**src/rtl/if_id_hazard_reg.sv**
```systemverilog
// IF/ID pipeline register that carries out stall (hold + ID/EX bubble) and flush (wrong-path squash) requests.
// Optional performance counters are built when HAZARD_PERF_CNT_EN is defined.
module if_id_hazard_reg #(
    parameter int unsigned FLUSH_DEPTH = 1,
    parameter int unsigned MAX_STALL   = 15,
    parameter logic [31:0] NOP         = 32'h00000013
) (
    input  logic        clk,
    input  logic        rst,
    input  logic        bubble_stop,
    input  logic        flush,
    input  logic [31:0] if_pc,
    input  logic [31:0] if_inst,
    output logic        pc_write,
    output logic [31:0] id_pc,
    output logic [31:0] id_inst,
    output logic        id_valid,
    output logic        id_ex_bubble,
    output logic        stall_timeout,
    output logic [31:0] stall_cnt,
    output logic [31:0] flush_cnt
);

    typedef enum logic [1:0] {
        RUN    = 2'd0,
        STALL  = 2'd1,
        SQUASH = 2'd2
    } state_t;

    localparam logic [1:0] SQ_RELOAD   = 2'(FLUSH_DEPTH - 1);
    localparam bit         MULTI_SQ    = (FLUSH_DEPTH > 1);
    localparam logic [7:0] STALL_LIMIT = 8'(MAX_STALL);

    state_t      state_q, state_d;
    logic [1:0]  sq_left_q, sq_left_d;
    logic [31:0] id_pc_q, id_pc_d;
    logic [31:0] id_inst_q, id_inst_d;
    logic        id_valid_q, id_valid_d;
    logic [7:0]  stall_run_q, stall_run_d;
    logic        timeout_q, timeout_d;
    logic        stall_req;

    // A flush always wins, and a squash in progress cannot be held off by a stall.
    assign stall_req = bubble_stop & ~flush & (state_q != SQUASH);

    assign pc_write      = ~stall_req;
    assign id_ex_bubble  = stall_req;
    assign id_pc         = id_pc_q;
    assign id_inst       = id_inst_q;
    assign id_valid      = id_valid_q;
    assign stall_timeout = timeout_q;

    always_comb begin
        state_d    = state_q;
        sq_left_d  = sq_left_q;
        id_pc_d    = id_pc_q;
        id_inst_d  = id_inst_q;
        id_valid_d = id_valid_q;

        if (flush) begin
            id_pc_d    = if_pc;
            id_inst_d  = NOP;
            id_valid_d = 1'b0;
            sq_left_d  = SQ_RELOAD;
            state_d    = MULTI_SQ ? SQUASH : RUN;
        end else begin
            case (state_q)
                RUN, STALL: begin
                    if (bubble_stop) begin
                        state_d = STALL;
                    end else begin
                        id_pc_d    = if_pc;
                        id_inst_d  = if_inst;
                        id_valid_d = 1'b1;
                        state_d    = RUN;
                    end
                end
                SQUASH: begin
                    id_pc_d    = if_pc;
                    id_inst_d  = NOP;
                    id_valid_d = 1'b0;
                    sq_left_d  = (sq_left_q == 2'd0) ? 2'd0 : sq_left_q - 2'd1;
                    if (sq_left_q <= 2'd1) begin
                        state_d = RUN;
                    end
                end
                default: begin
                    state_d = RUN;
                end
            endcase
        end
    end

    always_comb begin
        stall_run_d = 8'd0;
        if (stall_req) begin
            stall_run_d = (stall_run_q == 8'hFF) ? 8'hFF : stall_run_q + 8'd1;
        end
        timeout_d = timeout_q | (stall_req & (stall_run_d == STALL_LIMIT));
    end

    always_ff @(posedge clk or posedge rst) begin
        if (rst) begin
            state_q     <= RUN;
            sq_left_q   <= 2'd0;
            id_pc_q     <= 32'd0;
            id_inst_q   <= NOP;
            id_valid_q  <= 1'b0;
            stall_run_q <= 8'd0;
            timeout_q   <= 1'b0;
        end else begin
            state_q     <= state_d;
            sq_left_q   <= sq_left_d;
            id_pc_q     <= id_pc_d;
            id_inst_q   <= id_inst_d;
            id_valid_q  <= id_valid_d;
            stall_run_q <= stall_run_d;
            timeout_q   <= timeout_d;
        end
    end

`ifdef HAZARD_PERF_CNT_EN
    logic [31:0] stall_cnt_q;
    logic [31:0] flush_cnt_q;

    always_ff @(posedge clk or posedge rst) begin
        if (rst) begin
            stall_cnt_q <= 32'd0;
            flush_cnt_q <= 32'd0;
        end else begin
            if (stall_req) begin
                stall_cnt_q <= stall_cnt_q + 32'd1;
            end
            if (flush) begin
                flush_cnt_q <= flush_cnt_q + 32'd1;
            end
        end
    end

    assign stall_cnt = stall_cnt_q;
    assign flush_cnt = flush_cnt_q;
`else
    assign stall_cnt = 32'd0;
    assign flush_cnt = 32'd0;
`endif

endmodule

```
**config.mk**
```make
export PLATFORM = sky130hd
export DESIGN_NAME = if_id_hazard_reg
export DESIGN_NICKNAME = d
export VERILOG_FILES = /design/src/rtl/if_id_hazard_reg.sv
export SDC_FILE = /design/constraint.sdc
export NUM_CORES = 1
export LEC_CHECK = 0
export BUFFER_PORTS_ARGS = -buffer_cell sky130_fd_sc_hd__clkbuf_2
export CORE_ASPECT_RATIO = 0.9
export CORE_MARGIN = 4
export CORE_UTILIZATION = 45
export CTS_CLUSTER_DIAMETER = 80
export DETAILED_ROUTE_END_ITERATION = 8
export GPL_ROUTABILITY_DRIVEN = 0
export HOLD_SLACK_MARGIN = 0.03
export MAX_ROUTING_LAYER = met4
export PLACE_DENSITY = 0.81
export REMOVE_ABC_BUFFERS = 1
export SLEW_MARGIN = 20
export SYNTH_ARGS = -nofsm -noshare
export SYNTH_HDL_FRONTEND = slang
export SYNTH_SLANG_ARGS = --single-unit
```
**constraint.sdc**
```tcl
create_clock -name clk -period 5.76 [get_ports clk]
set_clock_uncertainty 0.2 [all_clocks]
set_input_delay 0.864 -clock clk [delete_from_list [all_inputs] [get_ports clk]]
set_output_delay 0.864 -clock clk [all_outputs]
set_load 0.01 [all_outputs]
```
-- Word-level counts from Yosys, hierarchy flattened
Index checks and enable logic that the tools add are counted.
- word-level logic and storage cells: 47
- input bits: 68
- register bits after elaboration: 78
- output and inout bits: 132
- reductions and logical operators: 6
- magnitude comparators: 1
- add/subtract/negate cells: 2
- eq/ne operators: 7
- bitwise operators: 6
- multiplexer cells: 18
- operator list (kind ; count):
    $mux 32 ; 4
    $pmux 32 s2 ; 2
    $mux 8 ; 2
    $mux 2 ; 5
    $add 8x1->8 const B ; 1
    $eq 8x4->1 const B ; 1
    $eq 8x8->1 const B ; 1
    $ne 3x3->1 const B ; 2
    $logic_not 2->1 ; 2
    $pmux 2 s2 ; 1
    $and 1x1->1 ; 3
    $mux 1 ; 3
    $reduce_bool 3->1 ; 1
    $eq 2x1->1 const B ; 1
    $eq 2x2->1 const B ; 1
    $le 2x1->1 const B ; 1
    $ne 2x2->1 const B ; 1
    $not 1->1 ; 2
    $pmux 1 s2 ; 1
    $reduce_and 2->1 ; 1
    $reduce_bool 2->1 ; 1
    $reduce_or 2->1 ; 1
    $sub 2x1->2 const B ; 1
    $or 1x1->1 ; 1

-- Logic depth before layout (Yosys ltp)
- word-level depth: 7
- mapped depth: 6
- mapped depth without buffers: 5

-- Least setup slack after synthesis
No wires, ideal clock.
- kind: input-to-output
- start point: input flush
- end point: output id_ex_bubble
- path buffers: 2
- cell stages on the path: 4
- path slack: 3194 ps
- arrival: 1502 ps
- data required time: 4696 ps
- path through: buf_2 nand2b_1 inv_2 buf_2
- longest elaborated chain between the ends: 3
- RTL lines (item ; RTL line ; source):
    start, declared ; 11 ; input logic flush,
    $not 1->1 ; 44 ; assign stall_req = bubble_stop & ~flush & (state_q != SQUASH);
    $and 1x1->1 (2 in a row) ; 44 ;
    end, declared ; 18 ; output logic id_ex_bubble,
Every way passes these cells.

-- Worst setup path after layout
Ends and elaborated chain as after synthesis.

==> results.yml <==
timing:
  fmax_mhz: 275.6
  final.setup.tns_ps: 0
  relSlewSlack_pct: 40.34
  fin_ws_ps: 2132
  tightest_slew_ps: 894.9
  rsz0062_at_grt: "false"
  period_needed_ps: 3628
  setup_viol: 0
  finalHoldViolCount: 0
  fin_crit_sh_pct: 62.99
  slew_viol_final: 0
placed_design:
  dp_hpwl_um: 5412
  dp.cells: 568
  port_buffers: 135
  pre_cts_slack_ps: 2121
setup_path:
  r2r_cells: 5
  crit_arrival_ps: 2560
  crit_fanout: 40
  r2r-start: "stall_run_q[0]"
  regToRegSetupSlack_ps: 3940
  cp.required_ps: 4700
  reg2reg_to: "stall_timeout"
  worst-setup-path-type: "in2out"
  cp-end-kind: "output pin"
  start_kind: "input pin"
clock_tree:
  clk_pin_slew_worst_paths_ps: 70
  h-tree-depth: 3
  cts_max_path_buffers: 2
  cts_setup_buffers: 0
  root_buffer: "clkbuf_8"
  numCtsBuffers: 9
  ctsHoldBuffers: 0
  cts_tree: "done"
  insertion_delay_ps: 330
  cts_resized: 0
  clock-sinks: 74
detailed_routing:
  first_pass_iters: 4
  dr_total_vias: 2586
  drc_errors: 0
  wl_per_cell_um: 12.26
  drtIter0Drc: 71
  vias_per_cell: 4.428
  wirelength_um: 7159
  ant_nets: 0
floorplanning:
  core_um2: 7507
  die_h_um: 91.17
  die_width_um: 100.4
  die-area_um2: 9153
  io_pins: 200
  rows: 30
  initial_core_util_pct: 46.07
min_path:
  whs_path_depth: 2
  hp-class: "reg2reg"
  hp-start: "id_pc[27]"
  whs_endpoint: "id_pc[27]"
power_and_ir_drop:
  power_leakage_nw: 2.480
  ir_drop_uv: 134.0
  powerDensity_nw_per_um2: 288.5
  power_mw: 1.214
final_layout:
  nNetsFinal: 552
  areaGrowthSynthToFinish_pct: 21.64
  drive_gt1_share_pct: 33.40
  fin_util_pct: 56.03
  final_common_cell: "clkbuf_2"
  n_fill_cell: 683
  instances_no_fill: 584
  final_cell_mix: "clkbuf_2 (135), nand2_1 (98), dfrtp_1 (71)"
  antennaDiodeCount: 0
global_routing:
  antenna_found_initial: 0
  grt_pass1_wl_um: 11520
  overflow: 0
  grt_pass1_vias: 2488
  grt_max_degree: 75
  grt_use_total_pct: 15.99
synth:
  synth_area_um2: 3458
  avgSynthCellArea_um2: 9.881
  ys_types: 34
  ys_warn_count: 0
  yosysSeqAreaShare_pct: 53.65
  syn_inst: 350
  ys_seq_elements: 74
job:
  drv_cap: 0
outcome:
  outcome: "finished, final reports clean"
worst max path at each step:
stage,from,to,slack (ps),cells after the start
finish,flush,id_ex_bubble,2130,5
global route,flush,id_ex_bubble,1970,5
CTS,flush,id_ex_bubble,2120,5
detailed placement,flush,id_ex_bubble,2120,5
global placement,flush,id_ex_bubble,2140,5
floorplan,flush,id_ex_bubble,2590,2
cell families after synthesis:
| group | share of synthesized area, % |
|---|---|
| AND/OR/NAND/NOR | 16.72 |
| buffers and inverters | 16.46 |
| flip-flops | 53.65 |
| multiplexers | 8.394 |
| AO/OA/AOI/OAI | 3.546 |
| XOR/XNOR | 0.7599 |
| adder cells (fa/ha/maj) | 0.3617 |
| other | 0.1084 |
Yosys cell counts:
library cell / count / area, µm²
and3_1: 1 / 6.260
inv_1: 4 / 15.01
nor2b_1: 3 / 18.77
conb_1: 1 / 3.750
o311a_4: 1 / 21.27
nand2b_1: 1 / 6.260
dfstp_2: 3 / 78.83
dfrtp_1: 71 / 1777
xnor2_1: 1 / 8.760
buf_4: 64 / 480.5
inv_2: 1 / 3.750
and4_2: 1 / 10.01
nand2_1: 98 / 367.9
buf_1: 1 / 3.750
and4b_1: 1 / 10.01
and2_1: 1 / 6.260
nand3_1: 2 / 10.01
and3_2: 1 / 7.510
nand2_2: 1 / 6.260
a21oi_1: 8 / 40.04
o31ai_2: 1 / 12.51
o21ai_0: 1 / 5.000
a41o_2: 1 / 11.26
nand4_1: 1 / 6.260
mux2i_1: 29 / 290.3
clkbuf_1: 3 / 11.26
nor3_1: 1 / 5.000
buf_2: 11 / 55.05
nor2_1: 29 / 108.9
xor2_1: 2 / 17.52
a31oi_1: 1 / 6.260
a211o_1: 3 / 26.28
ha_1: 1 / 12.51
nor4b_1: 1 / 8.760
sequential cells by signal (all words and copies together), names as in the netlist:
name,count
stall_timeout,1
id_inst,32
id_pc,32
id_valid,1
stall_run_q,8
layout make-up:
class | instances | area (µm²) | share of cell area (%)
Clock buffer | 12 | 145.1 | 3.450
Timing Repair Buffer | 138 | 698.2 | 16.60
Inverter | 5 | 18.77 | 0.4462
Sequential cell | 74 | 1856 | 44.11
Tap cell | 96 | 120.1 | 2.855
Clock inverter | 4 | 98.84 | 2.350
Multi-Input combinational cell | 255 | 1270 | 30.19
metrics by stage:
step	hold slack, ps	cell area (µm²)
floorplan	278.4	3144
global placement	254.2	3963
detailed placement	257.9	3963
CTS	278.5	4207
global route	297.6	4207
finish	273.0	4207
per-layer routing:
metal	up-vias	track usage, %	routed length, µm
li1	1248	-	-
met4	0	4.938	83
met5	-	-	0
met1	1221	17.85	2725
met2	108	27.70	3695
met3	9	4.378	655
worst max-delay path, cell delays in order:
cell and delay [ps]:
clkbuf_2 370, nand2b_1 280, buf_4 270, inv_2 500
clkbuf_2 240
report_power, final:
part / internal [mW] / switching [mW]
Clock: 0.301 / 0.179
Sequential: 0.553 / 0.0183
Combinational: 0.0614 / 0.101
Total: 0.915 / 0.298
Note: power is estimated with default switching activity, not from simulation.
